--- config.mk ---
export PLATFORM = sky130hd
export DESIGN_NAME = mul_seq_xy
export DESIGN_NICKNAME = d
export VERILOG_FILES = /design/src/rtl/mul_pkg.sv /design/src/rtl/mul_seq_acc.sv /design/src/rtl/mul_seq_xy.sv
export SDC_FILE = /design/constraint.sdc
export NUM_CORES = 1
export LEC_CHECK = 0
export ABC_AREA = 1
export CAP_MARGIN = 20
export CORE_ASPECT_RATIO = 1.1
export CORE_MARGIN = 8
export CORE_UTILIZATION = 40
export CTS_CLUSTER_SIZE = 28
export DETAILED_ROUTE_END_ITERATION = 8
export PLACE_DENSITY_LB_ADDON = 0.1
export SETUP_SLACK_MARGIN = 0.5
export SLEW_MARGIN = 20
export SYNTH_ARGS = -nofsm -noshare
export SYNTH_HDL_FRONTEND = slang
export SYNTH_SLANG_ARGS = --single-unit
export TNS_END_PERCENT = 5
--- constraint.sdc ---
create_clock -name clk -period 3.25 [get_ports clk]
set_clock_uncertainty 0.2 [all_clocks]
set_input_delay 0.65 -clock clk [delete_from_list [all_inputs] [get_ports clk]]
set_output_delay 0.65 -clock clk [all_outputs]
set_load 0.005 [all_outputs]
--- src/rtl/mul_pkg.sv ---
// Shared definitions for the sequential shift-add multiplier.
// Contents:
//   mul_state_e      - FSM state encoding (IDLE=0, BUSY=1, DONE=2)
//   READY_TRUE/FALSE - handshake level constants
//   mul_p_width()    - product width from operand widths
//   mul_cnt_width()  - bit-counter width from multiplier width
package mul_pkg;

    typedef enum logic [1:0] {
        IDLE = 2'd0,
        BUSY = 2'd1,
        DONE = 2'd2
    } mul_state_e;

    localparam logic READY_TRUE  = 1'b1;
    localparam logic READY_FALSE = 1'b0;

    function automatic int mul_p_width(input int xw, input int yw);
        return xw + yw;
    endfunction

    // Never below one bit so the counter always exists.
    function automatic int mul_cnt_width(input int yw);
        return (yw > 1) ? $clog2(yw) : 1;
    endfunction

endpackage

--- src/rtl/mul_seq_acc.sv ---
// Combinational add/subtract stage of the multiplier accumulator.
// Ports:
//   a   in  W  running accumulator value
//   b   in  W  shifted partial product
//   sub in  1  1: sum = a - b, 0: sum = a + b
//   sum out W  result, modulo 2^W
module mul_seq_acc #(
    parameter int W = 16
) (
    input  logic [W-1:0] a,
    input  logic [W-1:0] b,
    input  logic         sub,
    output logic [W-1:0] sum
);

    // Add or subtract the partial product; wrap-around is intended.
    always_comb begin
        sum = '0;
        if (sub) begin
            sum = a - b;
        end else begin
            sum = a + b;
        end
    end

endmodule

--- src/rtl/mul_seq_xy.sv ---
// Sequential shift-add multiplier, X_WIDTH x Y_WIDTH -> P_WIDTH, one multiplier
// bit per cycle, valid/ready handshakes on operand and product sides.
// Optional build macro: MUL_SIGNED_EN adds the signed_mode input; with it set
// the operands are two's complement and the last step subtracts.
// Ports:
//   clk         in  1        clock, rising edge
//   rst_n       in  1        synchronous reset, active-low
//   in_valid    in  1        x/y valid
//   in_ready    out 1        ready for operands (IDLE)
//   x           in  X_WIDTH  multiplicand
//   y           in  Y_WIDTH  multiplier
//   signed_mode in  1        (MUL_SIGNED_EN only) two's-complement operands
//   out_valid   out 1        product valid (DONE)
//   out_ready   in  1        sink accepts product
//   p           out P_WIDTH  product, held while out_valid && !out_ready
//   busy        out 1        BUSY or DONE
module mul_seq_xy
    import mul_pkg::*;
#(
    parameter  int X_WIDTH = 8,
    parameter  int Y_WIDTH = 8,
    localparam int P_WIDTH = mul_p_width(X_WIDTH, Y_WIDTH),
    localparam int CNT_W   = mul_cnt_width(Y_WIDTH)
) (
    input  logic               clk,
    input  logic               rst_n,
    input  logic               in_valid,
    output logic               in_ready,
    input  logic [X_WIDTH-1:0] x,
    input  logic [Y_WIDTH-1:0] y,
`ifdef MUL_SIGNED_EN
    input  logic               signed_mode,
`endif
    output logic               out_valid,
    input  logic               out_ready,
    output logic [P_WIDTH-1:0] p,
    output logic               busy
);

    localparam logic [CNT_W-1:0] CNT_LAST = CNT_W'(Y_WIDTH - 1);
    localparam logic [CNT_W-1:0] CNT_ONE  = CNT_W'(1);

    mul_state_e         state_r;
    mul_state_e         state_nxt_s;
    logic [P_WIDTH-1:0] xreg_r;
    logic [Y_WIDTH-1:0] yreg_r;
    logic [P_WIDTH-1:0] acc_r;
    logic [CNT_W-1:0]   cnt_r;
    logic               in_ready_r;
    logic               out_valid_r;
    logic               busy_r;
    logic [P_WIDTH-1:0] pp_s;
    logic [P_WIDTH-1:0] sum_s;
    logic [P_WIDTH-1:0] xext_s;
    logic               sub_s;
    logic               accept_s;
    logic               last_s;
`ifdef MUL_SIGNED_EN
    logic               signed_r;
`endif

    assign in_ready  = in_ready_r;
    assign out_valid = out_valid_r;
    assign busy      = busy_r;
    assign p         = acc_r;

    assign accept_s = in_valid && (state_r == IDLE);
    assign last_s   = (cnt_r == CNT_LAST);

    // Next-state decode for the IDLE -> BUSY -> DONE -> IDLE cycle.
    always_comb begin
        state_nxt_s = state_r;
        case (state_r)
            IDLE: begin
                if (accept_s) begin
                    state_nxt_s = BUSY;
                end else begin
                    state_nxt_s = IDLE;
                end
            end
            BUSY: begin
                if (last_s) begin
                    state_nxt_s = DONE;
                end else begin
                    state_nxt_s = BUSY;
                end
            end
            DONE: begin
                if (out_ready) begin
                    state_nxt_s = IDLE;
                end else begin
                    state_nxt_s = DONE;
                end
            end
            default: state_nxt_s = IDLE;
        endcase
    end

    // Partial product for the current multiplier bit, operand extension and
    // the subtract select (only the MSB step of a signed multiply subtracts).
    always_comb begin
        pp_s   = '0;
        sub_s  = 1'b0;
        xext_s = {{Y_WIDTH{1'b0}}, x};
        if (yreg_r[cnt_r]) begin
            pp_s = xreg_r << cnt_r;
        end else begin
            pp_s = '0;
        end
`ifdef MUL_SIGNED_EN
        sub_s  = signed_r && last_s;
        xext_s = {{Y_WIDTH{signed_mode & x[X_WIDTH-1]}}, x};
`endif
    end

    mul_seq_acc #(
        .W (P_WIDTH)
    ) u_acc (
        .a   (acc_r),
        .b   (pp_s),
        .sub (sub_s),
        .sum (sum_s)
    );

    // State, operand capture, accumulation and registered handshake flags.
    always_ff @(posedge clk) begin
        if (!rst_n) begin
            state_r     <= IDLE;
            xreg_r      <= '0;
            yreg_r      <= '0;
            acc_r       <= '0;
            cnt_r       <= '0;
            in_ready_r  <= READY_TRUE;
            out_valid_r <= 1'b0;
            busy_r      <= 1'b0;
`ifdef MUL_SIGNED_EN
            signed_r    <= 1'b0;
`endif
        end else begin
            state_r     <= state_nxt_s;
            in_ready_r  <= (state_nxt_s == IDLE) ? READY_TRUE : READY_FALSE;
            out_valid_r <= (state_nxt_s == DONE);
            busy_r      <= (state_nxt_s != IDLE);
            case (state_r)
                IDLE: begin
                    if (accept_s) begin
                        xreg_r <= xext_s;
                        yreg_r <= y;
                        acc_r  <= '0;
                        cnt_r  <= '0;
`ifdef MUL_SIGNED_EN
                        signed_r <= signed_mode;
`endif
                    end
                end
                BUSY: begin
                    acc_r <= sum_s;
                    cnt_r <= last_s ? '0 : (cnt_r + CNT_ONE);
                end
                default: begin
                    acc_r <= acc_r;
                end
            endcase
        end
    end

endmodule

After elaboration in Yosys (flattened, before gate mapping)
Index checks and enable logic that the tools add are counted.
Cells by class
  muxes and demuxes: 13
  $add $sub $neg: 2
  order comparisons: 1
  reductions and logical operators: 7
  equality and inequality tests: 5
  shifts and indexed selects: 1
Operators by type and width (count)
  $mux 16: 2
  $pmux 16 s2: 1
  $add 16x16->16: 1
  $shl 8x3->16: 1
  $mux 3: 2
  $pmux 2 s3: 1
  $pmux 3 s2: 1
  $eq 2x2->1 const B: 2
  $logic_not 2->1: 2
  $lt 3x4->1 const B: 1
  $mux 2: 2
  $reduce_and 2->1: 2
  $reduce_bool 2->1: 2
  $add 3x1->3 const B: 1
  $bmux 1 s3: 1
  $eq 3x3->1 const B: 1
  $mux 1: 3
  $eq 2x1->1 const B: 1
  $ne 2x2->1 const B: 1
  $logic_and 1x1->1: 1
Word-level totals
  register bits: 40
  word-level logic and storage cells: 37

Logic depth before layout (Yosys ltp)
Gate-level depths: netlist of the first run.
  word-level depth: 6
  depth in mapped cells: 21

Modules after synthesis
A second synthesis of the first run with hierarchy kept.
Second synthesis, totals
  cells, all modules: 547
  area, all modules: 3372.0 um^2
By module, submodules not included
  mul_seq_xy: cells each 281, times used 1, area each 1968.1 um^2
  mul_seq_acc: cells each 266, times used 1, area each 1403.8 um^2

Worst setup path before layout of the first run
OpenSTA, ideal clock, no wires.
  kind: register to register
  start: reg cnt_r[0]
  end: reg acc_r[14], in the netlist p[14]
  cell stages (with the launch flop): 18
  path buffers: 2
  arrival time: 2.127 ns
  clock period less this slack: 2.447 ns
  slack: 0.803 ns
  required time: 2.930 ns
  path through: dfxtp_1 > buf_6 > buf_8 > nor2_2 > o22ai_2 > nand2_4 > nor3_1 > ha_1 > inv_1 > fa_1 > inv_1 > nand2_1 > nand3_4 > nand2_1 > nand2_1 > nand2_1 > nand3_1 > a21oi_1
On the way
  longest elaborated chain between the ends: 5
Ends and longest elaborated chain
  start, declared: line mul_seq_xy.sv:48  | logic [CNT_W-1:0] cnt_r;
  start signal, assigned: line mul_seq_xy.sv:158  | cnt_r <= last_s ? '0 : (cnt_r + CNT_ONE);
  $bmux 1 s3: line mul_seq_xy.sv:105  | if (yreg_r[cnt_r]) begin
  $mux 1 (implied by the code): line mul_seq_xy.sv:105
  $mux 16 (*): line mul_seq_xy.sv:105
  $add 16x16->16 (*): line mul_seq_acc.sv:22  | sum = a + b;
  $pmux 16 s2 (*): line mul_seq_xy.sv:144  | case (state_r)
  end signal, assigned: line mul_seq_xy.sv:157  | acc_r <= sum_s;
  end signal, assigned: line mul_seq_xy.sv:161  | acc_r <= acc_r;
  end, declared: line mul_seq_xy.sv:47  | logic [P_WIDTH-1:0] acc_r;
Mark *: on every way between the ends. The rest lies on a longest branch, timed or not. The select of a mux whose other input is x is not followed.
A chain may end at the register's enable or synchronous reset.

Worst setup path after layout of the first run
  start: reg cnt_r[0]
  end: reg acc_r[12], in the netlist p[12]
Same word-level chain as after synthesis.

==> flow_summary_export.csv, run 1 <==
group,metric,value,unit
run_status,status,"completed",
cells_and_area,nNetsFinal,526,
power,total_power,1244,uW
power,power_density,336.1,mW/mm^2
cts,htree_levels,2,
grt,grt_util_all_layers,14.74,%
grt,grt_max_degree,21,
cts,root_buffer,"clkbuf_8",
sta,whs,0.2930,ns
cts,cts_tree,"yes",
sta,maxSlewViolCount,0,
floorplanning,die_area,0.01016,mm^2
yosys,synth_fp_nets,476,
sta,setup_violations,0,
cts,cts_max_path_buffers,2,
sta,period_needed,2.632,ns
yosys,synth_edf_count,0,
yosys,netlist_top_cells_area,"dfxtp_1 28%, nand2_1 14%, nor2_1 7.7%",
sta,rsz0062_at_grt,"true",
sta,setup_tns,0,ns
floorplanning,start_util,41.02,%
cts,insertion_delay,0.31,ns
grt,antenna_found_initial,0,
setup_path,cpMaxStageDelayCell,"dfxtp_4",
yosys,synthTopCellsByCount,"109 x nand2_1, 59 x nor2_1, 48 x inv_1, 40 x dfxtp_1, 33 x a21oi_1",
cts,path_clk_slew,0.10,ns
setup_path,cp.required,3.25,ns
yosys,synth.avg_cell_area,6.562,um^2
grt,overflow,0,
detailed_routing,first_pass_iters,5,
power,leakage,0.001653,uW
setup_path,critPathTopFamily,"simple AND/OR/NAND/NOR gates",
place,dp_hpwl,5847,um
yosys,synth_top_area_share,27.86,%
sta,timing.final.crit_share,80.97,%
setup_path,reg2regPathDepth,19,
place,dp_slack,0.3093,ns
yosys,yosys.cell_types.count,42,
setup_path,slowest_delay,0.38,ns
detailed_routing,drt_wl_total,7626,um
grt,grt_pass1_wl,12580,um
setup_path,crit-reg2reg-launch,"cnt_r[0]",
detailed_routing,drt_iter0_markers,108,
cts,cts_buffers,5,
yosys,yosysMostFrequentCell,"nand2_1",
detailed_routing,drc,0,
sta,clock.fmax,380.0,MHz
detailed_routing,viasPerCell,4.916,
yosys,ys.flop_type,"dfxtp_1",
place,io_buffers,38,
grt,grt_pass1_vias,2738,
floorplanning,core,0.007007,mm^2
worst_hold_path,worstHoldStart,"p[3]",
worst_hold_path,hp-class,"flip-flop to flip-flop",
run,cap_viol_max_count,0,
sta,slew_headroom,60.43,%
power,vdd_drop_max,0.2358,mV
cells_and_area,drive_gt1_share,21.88,%
floorplanning,die_x,96.82,um
yosys,syn_inst,438,
floorplanning,num_rows,32,
yosys,ys_ff_latch,40,
worst_hold_path,min_to,"p[3]",
setup_path,path_buf_inv,5,
yosys,synthArstFlopShare,0,%
sta,fin_ws,0.6184,ns
yosys,ys_seq_area_share,27.86,%
floorplanning,ios,39,
cts,holdBufCountCts,0,
setup_path,rr_endpoint,"p[12]",
cells_and_area,utilization,52.84,%
setup_path,worstSetupPathDepth,19,
detailed_routing,via_count,2822,
floorplanning,die_height,104.9,um
setup_path,worstPathCellList,"buf_6 > buf_6 > nand2_2 > o21ai_2 > mux2i_1 > buf_4 > nor2_1 > o21ai_2 > inv_2 > ha_4 > nand2_4 > nor2_4 > inv_1 > nor2_1 > nand2_1 > nand3_1 > nand2_1 > nand3_1 > a21oi_1",
setup_path,cp-start-kind,"flip-flop",
detailed_routing,ant_nets,0,
setup_path,critPathArrivalTime,2.63,ns
yosys,synth_area,0.002874,mm^2
cells_and_area,diodes,0,
setup_path,startpoint,"cnt_r[0]",
sta,hold_violations,0,
place,place_congestion,0.8654,
setup_path,crit_type,"flip-flop to flip-flop",
cells_and_area,area_growth,28.82,%
sta,tightestPinTransition,0.5921,ns
setup_path,cp_max_fo,6,
cts,clock_sinks,40,
detailed_routing,wire_per_inst,13.29,um
setup_path,rrSetupSlack,0.62,ns
worst_hold_path,hold_depth,2,
yosys,ys_warn_count,0,
yosys,synth_top_area_cell,"dfxtp_1",
setup_path,critPathCaptureType,"flip-flop",
routing by layer:
layer	track usage (%)	vias up	wire length, um	share of wire [%]
met5	0	-	0	0
met1	16.70	1268	3468	45
li1	-	1491	-	-
met3	2.635	15	203	2.7
met4	5.941	0	156	2.0
met2	26.52	48	3796	50
registers in the layout (all words and copies together), names as in the netlist:
name       flops
cnt_r          3
state_r        2
in_ready       1
busy           1
yreg_r         8
p             16
out_valid      1
xreg_r         8
worst max path at each step:
stage	to	slack, ns
2_1_floorplan	p[14]	0.80
3_3_place_gp	p[15]	0.33
3_5_place_dp	p[15]	0.31
4_1_cts	p[15]	0.45
5_1_grt	p[10]	0.48
6_report	p[12]	0.62
per-stage QoR:
step,area (um^2),cells
after floorplan,2874,438
after global placement,3319,555
after detailed placement,3319,555
after CTS,3437,563
after global routing,3702,574
final,3702,574
cells by family (layout without fill, tap and decap cells):
| family | Yosys count | count (layout) | synth area share (%) |
|---|---|---|---|
| AO/OA/AOI/OAI | 83 | 83 | 16.46 |
| adder cells (fa/ha/maj) | 18 | 18 | 8.097 |
| buffers and inverters | 76 | 127 | 11.71 |
| flip-flops | 40 | 40 | 27.86 |
| multiplexers | 3 | 3 | 1.480 |
| AND/OR/NAND/NOR | 218 | 218 | 34.39 |
layout by cell type (no fill, tap or decap), types with 2 or more instances in the layout:
master,count
nand2_1,100
nor2_1,58
inv_1,46
dfxtp_1,38
clkdlybuf4s50_1,38
a21oi_1,29
o21ai_0,25
buf_4,16
nand3_1,15
inv_2,14
nand2_2,12
o21ai_2,12
ha_1,9
nor2_2,7
o21ai_1,7
ha_4,7
a21oi_2,6
nor3_1,5
clkbuf_8,5
nand2_4,4
nand3b_1,4
inv_4,2
o22ai_2,2
nor3_2,2
mux2i_1,2
nor2_4,2
nand4_1,2
dfxtp_4,2
buf_6,2
report_power, final:
part / switching (uW) / total, uW / internal [uW]
sequential: 21.0 / 535 / 514
combinational: 149 / 270 / 121
clock: 208 / 439 / 232
worst register-to-register path, delay by kind of cell (launching register included):
kind | cells | cell delay [ns]
muxes | 1 | 0.17
AOI/OAI and AO/OA | 3 | 0.26
and+or+nand+nor | 9 | 0.73
adders and majority gates | 1 | 0.31
buffers and inverters | 5 | 0.50
DFF | 1 | 0.38
area by class of cell:
cell class / count / area (um^2)
Tap cell: 85 / 106.4
Timing Repair Buffer: 57 / 528.0
Fill cell: 695 / 3304
Multi-Input combinational cell: 322 / 1907
Inverter: 62 / 237.7
Sequential cell: 40 / 808.3
Clock buffer: 5 / 68.82
Clock inverter: 3 / 46.29
repair_timing:
action	CTS	global route
buffers inserted	0	11
pin swaps	0	18
endpoints found under the setup margin	11	12
resized for setup	2	46
No activity file was read; power rests on OpenSTA's default activity.
==> run 2: changes to the inputs <==
==> constraint.sdc (replaced) <==
create_clock -name clk -period 2.5 [get_ports clk]
set_clock_uncertainty 0.2 [all_clocks]
set_input_delay 0.5 -clock clk [delete_from_list [all_inputs] [get_ports clk]]
set_output_delay 0.5 -clock clk [all_outputs]
set_load 0.005 [all_outputs]
==> flow_summary_export.csv, run 2 (same netlist as run 1, synthesis figures left out) <==
group,metric,value,unit
run_status,status,"finished, violations left",
run_status,violations,"setup timing",
cells_and_area,nNetsFinal,544,
setup_path,critPathTopFamily,"simple AND/OR/NAND/NOR gates",
grt,grt_util_all_layers,15.46,%
cells_and_area,final_common_cell,"nand2_1",
place,dp_cells,581,
cts,htree_levels,2,
power,sw_frac_of_total,29.98,%
cells_and_area,final_cell_mix,"101 x nand2_1, 52 x nor2_1, 46 x inv_1",
floorplanning,ios,39,
cells_and_area,largest_register_ffs,16,
sta,rsz0062_at_grt,"true",
cts,cts_buffers,5,
power,vdd_drop_max,0.2269,mV
setup_path,cp_max_fo,7,
place,dp_hpwl,5896,um
sta,setup_violations,7,
grt,grt_max_degree,21,
grt,grtUsageMet2,27.83,%
power,power_frac_seq,42.6,%
power,combPwrFrac,23.4,%
setup_path,rrSetupSlack,-0.09,ns
run,cap_viol_max_count,0,
grt,use_met3,3.821,%
cells_and_area,area_growth,35.09,%
setup_path,critPathArrivalTime,2.59,ns
power,netSwitchingPower,491.1,uW
detailed_routing,drt_iter0_markers,158,
floorplanning,die_area,0.01016,mm^2
cts,clock_sinks,40,
cts,holdBufCountCts,0,
cells_and_area,postLayoutCellArea,0.003882,mm^2
sta,setup_tns,-0.2502,ns
floorplanning,num_rows,32,
power,leakage,0.001722,uW
cells_and_area,drive_gt1_share,26.43,%
sta,tightestPinTransition,0.5745,ns
cts,root_buffer,"clkbuf_8",
worst_hold_path,min_to,"p[2]",
detailed_routing,via_count,2899,
cells_and_area,fillers,684,
setup_path,slowest_delay,0.39,ns
grt,gr-usage-met1,16.81,%
grt,antenna_found_initial,0,
grt,grt_pass1_wl,13300,um
setup_path,reg2regPathDepth,19,
floorplanning,die_x,96.82,um
power,cellInternalPower,1147,uW
sta,clock.fmax,386.5,MHz
sta,fin_ws,-0.08753,ns
cells_and_area,stdcell_count,592,
setup_path,worstPathCellList,"buf_6 > buf_6 > nand2_2 > o21ai_2 > mux2i_1 > nor2_1 > o21ai_2 > inv_2 > ha_4 > nand2_2 > buf_6 > nor2_4 > inv_2 > nor2_2 > nand2_2 > nand3_1 > nand2_1 > nand3_1 > a21oi_1",
cells_and_area,diodes,0,
detailed_routing,first_pass_iters,5,
sta,period_needed,2.588,ns
detailed_routing,drc,0,
power,power_frac_clock,34.0,%
worst_hold_path,hold_depth,2,
detailed_routing,ant_nets,0,
worst_hold_path,worstHoldStart,"p[2]",
sta,timing.final.crit_share,103.5,%
setup_path,path_buf_inv,5,
grt,overflow,0,
detailed_routing,viasPerCell,4.897,
setup_path,cp.required,2.50,ns
power,power_density,421.9,mW/mm^2
detailed_routing,drt_wl_total,7799,um
setup_path,crit-reg2reg-launch,"cnt_r[0]",
setup_path,cp-start-kind,"flip-flop",
sta,maxSlewViolCount,0,
floorplanning,die_height,104.9,um
cts,cts_tree,"yes",
setup_path,crit_type,"flip-flop to flip-flop",
sta,slew_headroom,61.61,%
cts,path_clk_slew,0.09,ns
setup_path,cpMaxStageDelayCell,"dfxtp_4",
setup_path,rr_endpoint,"p[12]",
setup_path,critPathCaptureType,"flip-flop",
worst_hold_path,hp-class,"flip-flop to flip-flop",
sta,hold_violations,0,
floorplanning,core,0.007007,mm^2
grt,grt_pass1_vias,2941,
place,placed_cell_area,0.003546,mm^2
place,io_buffers,38,
detailed_routing,wire_per_inst,13.17,um
cts,insertion_delay,0.31,ns
floorplanning,start_util,41.02,%
cts,cts_max_path_buffers,2,
sta,whs,0.2884,ns
grt,busiest_layer,"met2",
place,place_congestion,0.8713,
run 2: cell count changes in the layout (fill, tap and decap cells not counted), moves of 2 or more:
cell and delta:
buf_4 +17, nand2_4 -2, nor2_1 -6, nor2_2 +6
run 2: metal layers:
layer / vias to the layer above / wire length, um / part of all wire (%)
met5: - / 0 / 0
met1: 1303 / 3371 / 43
met2: 53 / 3940 / 51
li1: 1528 / - / -
met3: 15 / 314 / 4.0
met4: 0 / 172 / 2.2
run 2: layout make-up:
class	instances	area (um^2)	area share (%)
Multi-Input combinational cell	322	1937	49.89
Sequential cell	40	805.8	20.75
Timing Repair Buffer	75	681.9	17.56
Inverter	62	240.2	6.188
Tap cell	85	106.4	2.739
Clock buffer	5	68.82	1.772
Clock inverter	3	42.54	1.096
run 2: through the flow:
stage / worst slack [ns] / utilization [%] / total power [uW]
after floorplan: 0.1013 / - / 929.0
after global placement: -0.2051 / 50.61 / 1050
after detailed placement: -0.2346 / 50.61 / 1056
after CTS: -0.1234 / 54.63 / 1639
after global routing: -0.2446 / 55.41 / 1721
final: -0.08753 / 55.41 / 1638
run 2: repair_timing:
item                                    4_1_cts  5_1_grt
endpoints found under the setup margin       15       20
pin swaps                                    12       18
gates resized for setup                      28       21
setup buffers                                 3        0
run 2: how the worst max path moves through the flow:
stage                        to  cells past startpoint      from  slack [ns]
after global placement    p[12]                     19  cnt_r[0]       -0.21
after global routing      p[14]                     15  cnt_r[0]       -0.24
after CTS                 p[12]                     18  cnt_r[0]       -0.12
after floorplan            p[8]                     15  cnt_r[0]        0.10
final                     p[12]                     19  cnt_r[0]       -0.09
after detailed placement  p[12]                     18  cnt_r[0]       -0.23
run 2: worst min-delay path, stage by stage, from the launching register on:
cell,delay (ns)
dfxtp_1,0.33
nand2_1,0.06
a21oi_1,0.05
run 2: power by group through the flow:
stage | combinational, uW | sequential [uW] | clock (uW)
after floorplan | 228 | 701 | 0
after global placement | 337 | 714 | 0
after detailed placement | 342 | 714 | 0
after CTS | 374 | 698 | 567
after global routing | 424 | 702 | 595
final | 383 | 698 | 558
